### src/rtl/stack_game_pkg.sv
// Shared types and widths for the stacker game sequencer.
// Holds the FSM state encoding, the level counter width and a saturating increment helper.
package stack_game_pkg;

    localparam int STATE_W = 3;
    localparam int LEVEL_W = 5;

    typedef enum logic [STATE_W-1:0] {
        IDLE      = 3'd0,
        RUN       = 3'd1,
        DROP_WAIT = 3'd2,
        PAUSED    = 3'd3,
        WIN       = 3'd4,
        LOSE      = 3'd5
    } state_t;

    // Level counter stops at all-ones instead of wrapping to zero.
    function automatic logic [LEVEL_W-1:0] level_inc(input logic [LEVEL_W-1:0] lvl);
        return (lvl == '1) ? lvl : lvl + LEVEL_W'(1);
    endfunction

endpackage

### src/rtl/stack_game_ctrl_one_hz_divider.sv
// Divides the master clock down to a registered 50%-duty 1 Hz clock.
// clear zeroes count and output; run=0 with clear=0 freezes both mid-period.
module one_hz_divider #(
    parameter int CLK_FREQ_HZ = 100000000
) (
    input  logic clk,
    input  logic rst,
    input  logic run,
    input  logic clear,
    output logic one_hz_clk
);

    localparam int HALF  = CLK_FREQ_HZ / 2;
    localparam int CNT_W = (HALF > 1) ? $clog2(HALF) : 1;

    logic [CNT_W-1:0] r_count;
    logic             r_one_hz;

    // NOTE: sequential state uses non-blocking assignments so every flop samples pre-edge values.
    always_ff @(posedge clk or posedge rst) begin
        if (rst) begin
            r_count  <= '0;
            r_one_hz <= 1'b0;
        end else if (clear) begin
            r_count  <= '0;
            r_one_hz <= 1'b0;
        end else if (run) begin
            if (r_count == CNT_W'(HALF - 1)) begin
                r_count  <= '0;
                r_one_hz <= ~r_one_hz;
            end else begin
                r_count <= r_count + CNT_W'(1);
            end
        end
    end

    assign one_hz_clk = r_one_hz;

endmodule

### src/rtl/stack_game_ctrl.sv
// Game sequencer for the stacker: owns the countdown timer controls, the drop
// request/acknowledge handshake with the stacking engine, and the win/lose decision.
module stack_game_ctrl
    import stack_game_pkg::*;
#(
    parameter int CLK_FREQ_HZ = 100000000,
    parameter int MAX_LEVEL   = 15
) (
    input  logic               clk,
    input  logic               rst,
    input  logic               btn_start,
    input  logic               btn_pause,
    input  logic               btn_drop,
    input  logic               timer_end,
    input  logic               drop_ack,
    input  logic               drop_hit,
    output logic               one_hz_clk,
    output logic               timer_rst,
    output logic               timer_pause,
    output logic               drop_req,
    output logic [LEVEL_W-1:0] level,
    output logic [STATE_W-1:0] state,
    output logic               win,
    output logic               lose
);

    state_t             r_state;
    logic [LEVEL_W-1:0] r_level;
    logic               r_timer_rst;
    logic               r_timer_pause;
    logic               r_drop_req;
    logic               r_win;
    logic               r_lose;
    logic               r_sync1;
    logic               r_sync2;

    logic [LEVEL_W-1:0] w_level_inc;
    logic               w_last_drop;
    logic               w_run;
    logic               w_stop;
    logic               w_clear;

    // timer_end comes from the one_hz_clk domain.
    always_ff @(posedge clk or posedge rst) begin
        if (rst) begin
            r_sync1 <= 1'b0;
            r_sync2 <= 1'b0;
        end else begin
            r_sync1 <= timer_end;
            r_sync2 <= r_sync1;
        end
    end

    assign w_level_inc = level_inc(r_level);
    assign w_last_drop = (w_level_inc == LEVEL_W'(MAX_LEVEL));

    // Divider counts on the current state but clears on the transition edge into
    // IDLE/WIN/LOSE, so one_hz_clk is already low whenever those states are occupied.
    assign w_run   = (r_state == RUN) || (r_state == DROP_WAIT);
    assign w_stop  = ((r_state == RUN) && r_sync2)
                   || ((r_state == DROP_WAIT) && drop_ack && (!drop_hit || w_last_drop))
                   || ((r_state == PAUSED) && btn_start);
    assign w_clear = !(w_run || (r_state == PAUSED)) || w_stop;

    one_hz_divider #(
        .CLK_FREQ_HZ(CLK_FREQ_HZ)
    ) u_divider (
        .clk       (clk),
        .rst       (rst),
        .run       (w_run),
        .clear     (w_clear),
        .one_hz_clk(one_hz_clk)
    );

    always_ff @(posedge clk or posedge rst) begin
        if (rst) begin
            r_state       <= IDLE;
            r_level       <= '0;
            r_timer_rst   <= 1'b1;
            r_timer_pause <= 1'b1;
            r_drop_req    <= 1'b0;
            r_win         <= 1'b0;
            r_lose        <= 1'b0;
        end else begin
            case (r_state)
                IDLE: begin
                    r_timer_rst   <= 1'b1;
                    r_timer_pause <= 1'b1;
                    r_drop_req    <= 1'b0;
                    r_win         <= 1'b0;
                    r_lose        <= 1'b0;
                    if (btn_start) begin
                        r_state       <= RUN;
                        r_level       <= '0;
                        r_timer_rst   <= 1'b0;
                        r_timer_pause <= 1'b0;
                    end
                end
                RUN: begin
                    if (r_sync2) begin
                        r_state       <= LOSE;
                        r_lose        <= 1'b1;
                        r_timer_pause <= 1'b1;
                    end else if (btn_pause) begin
                        r_state       <= PAUSED;
                        r_timer_pause <= 1'b1;
                    end else if (btn_drop) begin
                        r_state    <= DROP_WAIT;
                        r_drop_req <= 1'b1;
                    end
                end
                DROP_WAIT: begin
                    if (drop_ack) begin
                        r_drop_req <= 1'b0;
                        if (drop_hit) begin
                            r_level <= w_level_inc;
                            if (w_last_drop) begin
                                r_state       <= WIN;
                                r_win         <= 1'b1;
                                r_timer_pause <= 1'b1;
                            end else begin
                                r_state <= RUN;
                            end
                        end else begin
                            r_state       <= LOSE;
                            r_lose        <= 1'b1;
                            r_timer_pause <= 1'b1;
                        end
                    end
                end
                PAUSED: begin
                    if (btn_start) begin
                        r_state     <= IDLE;
                        r_timer_rst <= 1'b1;
                    end else if (btn_pause) begin
                        r_state       <= RUN;
                        r_timer_pause <= 1'b0;
                    end
                end
                WIN, LOSE: begin
                    if (btn_start) begin
                        r_state     <= IDLE;
                        r_timer_rst <= 1'b1;
                        r_win       <= 1'b0;
                        r_lose      <= 1'b0;
                    end
                end
                default: begin
                    r_state       <= IDLE;
                    r_timer_rst   <= 1'b1;
                    r_timer_pause <= 1'b1;
                    r_drop_req    <= 1'b0;
                    r_win         <= 1'b0;
                    r_lose        <= 1'b0;
                end
            endcase
        end
    end

    assign timer_rst   = r_timer_rst;
    assign timer_pause = r_timer_pause;
    assign drop_req    = r_drop_req;
    assign level       = r_level;
    assign state       = r_state;
    assign win         = r_win;
    assign lose        = r_lose;

endmodule

### config.mk
export PLATFORM = sky130hd
export DESIGN_NAME = stack_game_ctrl
export DESIGN_NICKNAME = d
export VERILOG_FILES = /design/src/rtl/stack_game_pkg.sv /design/src/rtl/stack_game_ctrl_one_hz_divider.sv /design/src/rtl/stack_game_ctrl.sv
export SDC_FILE = /design/constraint.sdc
export NUM_CORES = 1
export LEC_CHECK = 0
export ABC_AREA = 1
export CAP_MARGIN = 10
export CORE_MARGIN = 2
export CORE_UTILIZATION = 50
export DETAILED_ROUTE_END_ITERATION = 8
export PLACE_DENSITY = 0.82
export SLEW_MARGIN = 20
export SYNTH_ARGS = -nofsm -noshare
export SYNTH_HDL_FRONTEND = slang
export SYNTH_HIERARCHICAL = 1
export SYNTH_SLANG_ARGS = --single-unit
### constraint.sdc
create_clock -name clk -period 2.5 [get_ports clk]
set_input_delay 0.5 -clock clk [delete_from_list [all_inputs] [get_ports clk]]
set_output_delay 0.5 -clock clk [all_outputs]
set_load 0.1 [all_outputs]
==> impl_results.md <==
- # rows: 26
- FILL cells: 436
- Fmax: 403 MHz
- First-pass GRT wire length: 10700 µm
- Final period util: 99.2%
- Ant. Diodes: 0
- DP Wirelength: 4350 µm
- Post-Route Utilization: 61.7%
- Worst-path cell chain: ha_4 > nand2_2 > nor2_2 > nand3_1 > nand2_1 > nor2_1 > nand2_1 > nand2_1 > nand2_1 > nand3b_1 > nor2_4 > nor2_4 > nand4_1 > o21ai_1 > nand2_1 > nand2_1 > inv_1
- Antenna-violating nets left: 0
- Initial cell density of the core: 51.6%
- H-tree depth: 2
- Final nets: 424
- PwrDens: 966 nW/µm²
- Async SR Flop Fraction: 100%
- Drt first-iter violations: 232
- Clock tree buffer depth: 2
- Max Fanout on Critical Path: 6
- DR pass1 iterations: 5
- Measured slew at the worst slew-check pin: 0.581 ns
- Cell area after synthesis: 2640 µm²
- Syn Inst Count: 379
- CTS root buf: clkbuf_8
- Post-synth EDFFs: 0
- Core area: 5110 µm²
- Die H: 76.6 µm
- FF+latch area: 1070 µm²
- Share of cells above drive strength 1: 17.8%
- Hold Fails Final Rpt: 0
- RSZ-0062 raised after global routing: yes
- Most frequent CP cell: nand2_1
- Max rail drop VDD: 0.000597 V
- Rel. slew slack: 61.2%
- # setup viols final: 0
- Die area: 5870 µm²
- Clk_skew: 0.00553 ns
- Io pins: 22
- Critical path type: reg2reg
- Lkg Pwr: 1.51 nW
- Commonest cells post-synth: nand2_1, nor2_1, inv_1
- Largest net degree at the start of global routing: 28
- # clock sinks: 42
- P&R area growth vs syn: 19.6%
- Max cap viols: 0
- Area contributors post-synth: dfrtp_1, nand2_1, nor2_1
- Clock Latency Late Sink: 0.30 ns
- Clock slew at reported path FFs: 0.08 ns
- Critical path arrival: 2.67 ns
- Crit. End Element: flop
- Fin area: 3150 µm²
- Die width: 76.6 µm
- Register area share after synthesis: 40.0%
- Port Buf Inserts: 21
- Most common cell in the netlist: nand2_1
- Vias/cell: 5.26
- Multi-input logic area: 1400 µm²
- CTS tree: built
- Final slew viol count: 0
- Final WL: 6230 µm
- Placed Area: 2950 µm²
- Number of global-route vias before repair: 2394
- WP data required: 2.69 ns
- Grt total ovfl: 0
- GRT Resource Usage Total: 22.2%
- YS warnings: 6
- Dominant synthesized flop cell: dfrtp_1
- CP startpoint kind: flop
- DR vias: 2549
- Initial antenna violation count: 0
- Type of the worst min-delay path: reg2reg
- Wire length per cell: 12.8 µm
- Synthesis-stage register bit count: 42
- Net Count, Synth: 389
- Post-layout min period: 2.48 ns
- Synth top area share: 38.0%
- DRC violation count after routing: 0
- Synth area leader: dfrtp_1
- Syn Area/Cell: 6.95 µm²
- CTS Buf Count: 5
- Distinct cell type count after synthesis: 31
- Status: finished clean
- Crit-path slowest cell: dfrtp_4
- RD Place Congestion: 0.961
- CP max stage delay: 0.51 ns
==> path summary, 6_finish.rpt <==
path	startpoint	to	slack, ns	cells after the start
setup reg to reg	level[1]	u_divider/r_count[21]	0.02	17
max in group asynchronous	rst	state[1]	1.48	2
hold reg to reg	r_sync1	r_sync2	0.36	0
min in group asynchronous	rst	level[4]	0.59	2
hold / removal	r_sync1	r_sync2	0.36	0
setup / recovery	level[1]	u_divider/r_count[21]	0.02	17
==> per-stage QoR <==
stage	cells	setup TNS [ns]	total power, mW	worst slack, ns	hold WS (ns)
final	485	0	3.04	0.0210	0.359
after global routing	485	-1.06	3.22	-0.176	0.366
after CTS	482	0	2.97	0.0595	0.363
after detailed placement	474	0	2.38	0.00190	0.344
after global placement	474	0	2.36	0.107	0.333
after floorplan	379	0	2.09	0.0348	0.331
==> sequential cells by signal, indices dropped and copies added, names as in the netlist <==
register,cells
timer_pause,1
u_divider/one_hz_clk,1
r_sync1,1
drop_req,1
u_divider/r_count,26
state,3
win,1
level,5
r_sync2,1
timer_rst,1
lose,1
==> power by group <==
| group | internal (mW) | switching, mW | total, mW |
|---|---|---|---|
| sequential | 0.781 | 0.0744 | 0.856 |
| clock | 0.326 | 0.237 | 0.563 |
| combinational | 0.409 | 1.22 | 1.62 |
| total | 1.52 | 1.53 | 3.04 |
==> final cells by class <==
type	count	area share, %
Timing Repair Buffer	30	7.82
Sequential cell	42	34.0
Tap cell	70	2.78
Clock buffer	7	2.74
Multi-Input combinational cell	277	44.5
Clock inverter	1	0.953
Inverter	58	7.23
==> cell families after synthesis <==
logic type | after synthesis | synth area share [%]
xor+xnor | 13 | 4.32
flops | 42 | 40.0
compound gates | 25 | 5.51
buf+inv | 60 | 9.35
simple gates | 237 | 39.9
fa+ha+maj | 2 | 0.950
==> timing repair <==
item                                    4_1_cts  5_1_grt
endpoints found under the setup margin        6       21
buffers inserted                              0        3
hold buffers                                  0        0
pin swaps                                     0       15
gates resized for setup                       1       17
==> routing by layer <==
| layer | up-vias | wire length [µm] | track usage, % |
|---|---|---|---|
| met5 | - | 0 | 0 |
| met4 | 0 | 227 | 10.0 |
| met3 | 26 | 425 | 4.27 |
| met2 | 103 | 2770 | 33.5 |
| met1 | 1179 | 2800 | 31.1 |
| li1 | 1241 | - | - |
==> worst max-delay path: cells and delay by family, from the launching register on <==
kind | cells | cell delay (ns)
flip-flops | 1 | 0.51
adder cells (fa/ha/maj) | 1 | 0.18
AND/OR/NAND/NOR | 14 | 1.41
AO/OA/AOI/OAI | 1 | 0.19
buffers and inverters | 1 | 0.05
==> cell usage in the layout, fill, tap and decap left out, types with 7 or more instances in the layout <==
master | synthesis | final
nand3_1 | 25 | 24
xor2_1 | 11 | 11
buf_4 | 0 | 22
nand4_1 | 8 | 8
nor2_1 | 69 | 65
nand2_1 | 108 | 105
o21ai_0 | 12 | 11
clkdlybuf4s50_1 | 0 | 7
nor2_2 | 8 | 11
dfrtp_1 | 40 | 32
inv_1 | 55 | 55
No activity file was read; power rests on OpenSTA's default activity.
